`config.mk`:
```
export PLATFORM = sky130hd
export DESIGN_NAME = mem_arbiter
export DESIGN_NICKNAME = d
export VERILOG_FILES = /design/src/rtl/mem_arb_pkg.sv /design/src/rtl/rr_arb2.sv /design/src/rtl/mem_arbiter.sv
export SDC_FILE = /design/constraint.sdc
export NUM_CORES = 1
export LEC_CHECK = 0
export BUFFER_PORTS_ARGS = -buffer_cell sky130_fd_sc_hd__buf_4
export CAP_MARGIN = 20
export CORE_MARGIN = 4
export CORE_UTILIZATION = 40
export CTS_BUF_LIST = sky130_fd_sc_hd__clkbuf_4 sky130_fd_sc_hd__clkbuf_8
export CTS_CLUSTER_DIAMETER = 60
export DETAILED_ROUTE_END_ITERATION = 8
export PLACE_DENSITY_LB_ADDON = 0.3
export SLEW_MARGIN = 10
export SYNTH_ARGS = -nofsm -noshare
export SYNTH_HDL_FRONTEND = slang
export SYNTH_HIERARCHICAL = 1
export SYNTH_SLANG_ARGS = --single-unit
```
`constraint.sdc`:
```
create_clock -name clk -period 1.87 [get_ports clk]
set_clock_uncertainty 0.05 [all_clocks]
set_input_delay 0 -clock clk [delete_from_list [all_inputs] [get_ports clk]]
set_output_delay 0 -clock clk [all_outputs]
set_load 0.01 [all_outputs]
```
`src/rtl/mem_arb_pkg.sv`:
```
// ---------------------------------------------------------------------------
// mem_arb_pkg : shared encodings for the unified memory port arbiter
// Revision    : 1.0
// ---------------------------------------------------------------------------
`default_nettype none

package mem_arb_pkg;

   localparam logic [1:0] ST_IDLE = 2'd0;
   localparam logic [1:0] ST_BUSY = 2'd1;
   localparam logic [1:0] ST_DONE = 2'd2;

   localparam logic GRANT_CPU = 1'b0;
   localparam logic GRANT_DMA = 1'b1;

   localparam int LAT_MIN = 1;
   localparam int LAT_MAX = 15;
   localparam int CNT_W   = 4;

endpackage

`default_nettype wire

```
`src/rtl/rr_arb2.sv`:
```
// ---------------------------------------------------------------------------
// rr_arb2  : two-input round-robin picker (req[0]=CPU, req[1]=DMA)
// Revision : 1.0
// ---------------------------------------------------------------------------
`default_nettype none

module rr_arb2
   import mem_arb_pkg::*;
(
   input  logic [1:0] req,
   input  logic       last_grant,
   output logic       grant,
   output logic       any
);

   always_comb begin
      any   = |req;
      grant = GRANT_CPU;
      // On a tie the side that was not served last goes next
      if (&req) begin
         grant = ~last_grant;
      end else if (req[1]) begin
         grant = GRANT_DMA;
      end
   end

endmodule

`default_nettype wire

```
`src/rtl/mem_arbiter.sv`:
```
// ---------------------------------------------------------------------------
// mem_arbiter : shares one multicycle memory port between core and DMA
// Revision    : 1.0
// ---------------------------------------------------------------------------
`default_nettype none

module mem_arbiter
   import mem_arb_pkg::*;
#(
   parameter int LAT = 2,
   parameter int AW  = 32,
   parameter int DW  = 32
) (
   input  logic          clk,
   input  logic          reset,
   input  logic          cpu_req,
   input  logic          cpu_we,
   input  logic [AW-1:0] cpu_adr,
   input  logic [DW-1:0] cpu_wd,
   output logic [DW-1:0] cpu_rd,
   output logic          cpu_ready,
   output logic          cpu_stall,
   input  logic          dma_req,
   input  logic          dma_we,
   input  logic [AW-1:0] dma_adr,
   input  logic [DW-1:0] dma_wd,
   output logic [DW-1:0] dma_rd,
   output logic          dma_ready,
   output logic          mem_en,
   output logic          mem_we,
   output logic [AW-1:0] mem_adr,
   output logic [DW-1:0] mem_wd,
   input  logic [DW-1:0] mem_rd
);

   logic [1:0]       state_q, state_d;
   logic [CNT_W-1:0] cnt_q, cnt_d;
   logic             grant_q, grant_d;
   logic             last_grant_q, last_grant_d;
   logic             we_q, we_d;
   logic [AW-1:0]    adr_q, adr_d;
   logic [DW-1:0]    wd_q, wd_d;
   logic [DW-1:0]    cpu_rd_q, cpu_rd_d;
   logic [DW-1:0]    dma_rd_q, dma_rd_d;

   logic             arb_grant;
   logic             arb_any;

   rr_arb2 u_rr_arb2 (
      .req        ({dma_req, cpu_req}),
      .last_grant (last_grant_q),
      .grant      (arb_grant),
      .any        (arb_any)
   );

   always_comb begin
      state_d      = state_q;
      cnt_d        = cnt_q;
      grant_d      = grant_q;
      last_grant_d = last_grant_q;
      we_d         = we_q;
      adr_d        = adr_q;
      wd_d         = wd_q;
      cpu_rd_d     = cpu_rd_q;
      dma_rd_d     = dma_rd_q;
      case (state_q)
         ST_IDLE: begin
            if (arb_any) begin
               grant_d = arb_grant;
               we_d    = (arb_grant == GRANT_DMA) ? dma_we  : cpu_we;
               adr_d   = (arb_grant == GRANT_DMA) ? dma_adr : cpu_adr;
               wd_d    = (arb_grant == GRANT_DMA) ? dma_wd  : cpu_wd;
               cnt_d   = CNT_W'(LAT - 1);
               state_d = ST_BUSY;
            end
         end
         ST_BUSY: begin
            if (cnt_q == '0) begin
               // Read data is only valid in the final access cycle
               if (!we_q) begin
                  if (grant_q == GRANT_DMA) dma_rd_d = mem_rd;
                  else                      cpu_rd_d = mem_rd;
               end
               state_d = ST_DONE;
            end else begin
               cnt_d = cnt_q - CNT_W'(1);
            end
         end
         ST_DONE: begin
            last_grant_d = grant_q;
            state_d      = ST_IDLE;
         end
         default: state_d = ST_IDLE;
      endcase
   end

   always_ff @(posedge clk) begin
      if (reset) begin
         state_q      <= ST_IDLE;
         cnt_q        <= '0;
         grant_q      <= GRANT_CPU;
         last_grant_q <= GRANT_DMA;
         we_q         <= 1'b0;
         adr_q        <= '0;
         wd_q         <= '0;
         cpu_rd_q     <= '0;
         dma_rd_q     <= '0;
      end else begin
         state_q      <= state_d;
         cnt_q        <= cnt_d;
         grant_q      <= grant_d;
         last_grant_q <= last_grant_d;
         we_q         <= we_d;
         adr_q        <= adr_d;
         wd_q         <= wd_d;
         cpu_rd_q     <= cpu_rd_d;
         dma_rd_q     <= dma_rd_d;
      end
   end

   assign mem_en    = (state_q == ST_BUSY);
   assign mem_we    = mem_en & we_q;
   assign mem_adr   = adr_q;
   assign mem_wd    = wd_q;
   assign cpu_ready = (state_q == ST_DONE) && (grant_q == GRANT_CPU);
   assign dma_ready = (state_q == ST_DONE) && (grant_q == GRANT_DMA);
   assign cpu_stall = cpu_req & ~cpu_ready;
   assign cpu_rd    = cpu_rd_q;
   assign dma_rd    = dma_rd_q;

endmodule

`default_nettype wire

```
==> flow_summary_export.csv <==
group,metric,value,unit
placement,place_congestion,0.8284,
power_and_ir_drop,clockPowerShare,25.5,%
die,rows,43,
power_and_ir_drop,switching_share,34.90,%
synth,ys.flop_type,"dfxtp_1",
worst_setup_path,critPathCaptureType,"register",
power_and_ir_drop,p_int,6.480,mW
finish,layout_common_cells,"319 x buf_4, 165 x dlygate4sd3_1, 137 x dfxtp_1, 67 x nor2_1, 66 x a21oi_1",
sta,setup_violations,0,
worst_setup_path,critPathArrivalTime,2.14,ns
drt,vias,6948,
power_and_ir_drop,seqPwrFrac,36.6,%
synth,syn_area,5758,um2
sta,slew_viol_final,0,
drt,avgViaCountPerCell,5.437,
die,core_area,13990,um2
die,die_x,128.0,um
worst_setup_path,crit_required,2.15,ns
finish,final_core_util,74.56,%
finish,nets,1251,
power_and_ir_drop,combPwrFrac,37.9,%
sta,finalCriticalPeriod,1.862,ns
sta,hold_ws,0.08481,ns
worst_setup_path,critical_path_class,"register to register",
drt,routed_wirelength,25720,um
drt,drc_errors,0,
run,drv_cap,0,
synth,syn-mean-instance-area,9.111,um2
cts,clock_latency,0.44,ns
die,die_h,128.0,um
finish,fin_area,10430,um2
global_route,grt_usage,27.96,%
sta,max_slew_margin,52.93,%
placement,place_hpwl,13090,um
cts,clkTransAtPathRegs,0.07,ns
synth,synth_cells,632,
synth,syn-num-nets,800,
die,top_level_ports,299,
cts,cts_sinks,137,
cts,htreeDepth,4,
status,outcome,"completed",
worst_setup_path,cp_cell_sequence,"a21boi_4 -> buf_12 -> mux2i_1 -> dlygate4sd3_1 -> a211oi_1",
power_and_ir_drop,power,9.953,mW
finish,area_growth,81.14,%
worst_setup_path,start_kind,"register",
drt,first_pass_iters,5,
hold_path,worstHoldPathType,"input port to register",
drt,drt_iter0_markers,479,
synth,ys_warn_count,6,
worst_setup_path,cp_slowest_cell,"dlygate4sd3_1",
global_route,grt_antenna_before_repair,2,
drt,wl_per_cell,20.12,um
finish,drive_above_1_share,34.58,%
synth,yosys.cell_types.count,39,
sta,worstMarginPinSlew,0.7060,ns
die,start_util,41.16,%
power_and_ir_drop,p_switching,3.474,mW
global_route,grt_pass1_wl,36200,um
cts,clockBufferDepth,2,
worst_setup_path,cp_max_fo,8,
sta,timing.final.crit_share,99.57,%
synth,yosys_register_bits,137,
synth,synth_top_area_share,47.63,%
cts,cts_tree,"done",
global_route,overflow,0,
synth,synthTopCellsByArea,"dfxtp_1 48%, mux2i_1 11%, a211oi_1 8.7%, a21oi_1 5.7%, nand3_1 5.6%",
finish,layout_commonest_cell,"buf_4",
worst_setup_path,max_stage_delay,0.57,ns
power_and_ir_drop,p_per_area,954.3,nW/um2
power_and_ir_drop,p_leak,4.488,nW
power_and_ir_drop,max-vdd-ir-drop,0.5365,mV
global_route,first_global_vias,6947,
synth,postSynth.asyncResetShare,0,%
synth,synth_area_leader_cell,"dfxtp_1",
die,die_area,16380,um2
placement,port_buffers,298,
global_route,grt_max_degree,65,
sta,fmax,537.1,MHz
drt,ant_nets,0,
placement,place_area,8229,um2
synth,synth-edff-count,0,
sta,hold_violations,0,
synth,ys_seq_area_share,47.63,%
cts,cts-root-buf,"clkbuf_8",
cts,cts_buffers,17,
## cell usage after synthesis (3+ instances only)
library cell and count:
inv_1 5, o21ai_1 32, o21ai_0 32, buf_2 31
clkbuf_8 3, a211oi_1 67, nor2_1 67, mux2i_1 65
dfxtp_1 137, a21oi_1 66, clkbuf_1 24, nand3_1 64
buf_6 5
## stage by stage
step           worst slack [ns]  TNS [ns]  instances
3_3_place_gp             0.2233         0       1071
6_report               0.008080         0       1278
5_1_grt                -0.04503   -0.1089       1278
3_5_place_dp             0.1858         0       1071
4_1_cts                 0.06546         0       1268
2_1_floorplan            0.2478         0        632
## state kept, by name, summed over array words and instances (netlist names)
signal	flops
cpu_rd	32
we_q	1
dma_rd	32
last_grant_q	1
grant_q	1
mem_adr	32
cnt_q	4
mem_wd	32
state_q	2
## power groups by stage
stage	logic, mW	registers (mW)	clock network [mW]
detailed placement	3.20	3.64	0
floorplan	1.66	3.79	0
global route	4.01	3.68	2.70
global placement	3.17	3.63	0
CTS	3.48	3.58	2.56
finish	3.77	3.64	2.54
## kinds of logic (layout without fill, tap and decap cells)
logic type               Yosys count  in the layout  share of synthesized area, %
flip-flops                       137            137                         47.63
multiplexers                      65             65                         11.30
other                              0              2                             0
AO/OA/AOI/OAI                    205            205                         21.21
AND/OR/NAND/NOR                  153            153                         12.95
buffers and inverters             70            534                         6.475
adder cells (fa/ha/maj)            2              2                        0.4345
## worst paths after layout
kind / slack (ns) / to / startpoint / cells past startpoint
worst max register to register: 0.008 / mem_adr[3] / last_grant_q / 5
worst min-delay path: 0.08 / grant_q / reset / 2
worst min register to register: 0.43 / cpu_rd[21] / cpu_rd[21] / 2
worst max-delay path: 0.008 / mem_adr[3] / last_grant_q / 5
## final cells by class
class,instances,area [um2]
antenna,2,5.005
clock buffer,23,285.3
clock inverter,9,122.6
fill,892,3558
inverter,5,18.77
multi-input combinational,425,2714
sequential,137,2743
tap,180,225.2
timing repair buffer,497,4317
## critical path: cells and delay by family (launching register included)
kind	cells	cell delay (ns)
flip-flops	1	0.34
multiplexers	1	0.08
AO/OA/AOI/OAI	2	0.53
buffers and inverters	2	0.75
## metal layers
metal	part of all wire, %	track usage, %	vias to the layer above
li1	-	-	3201
met1	36	30.26	3218
met2	50	47.97	423
met3	8.5	8.292	106
met4	6.0	16.98	0
met5	0	0	-
## repair_timing
| item | CTS | global route |
|---|---|---|
| hold buffers | 165 | 3 |
| resized for setup | 0 | 8 |
| buffers inserted | 0 | 6 |
| endpoints found under the hold margin | 131 | 3 |
| setup endpoints to repair | 0 | 7 |
(Power assumes the default switching activity.)
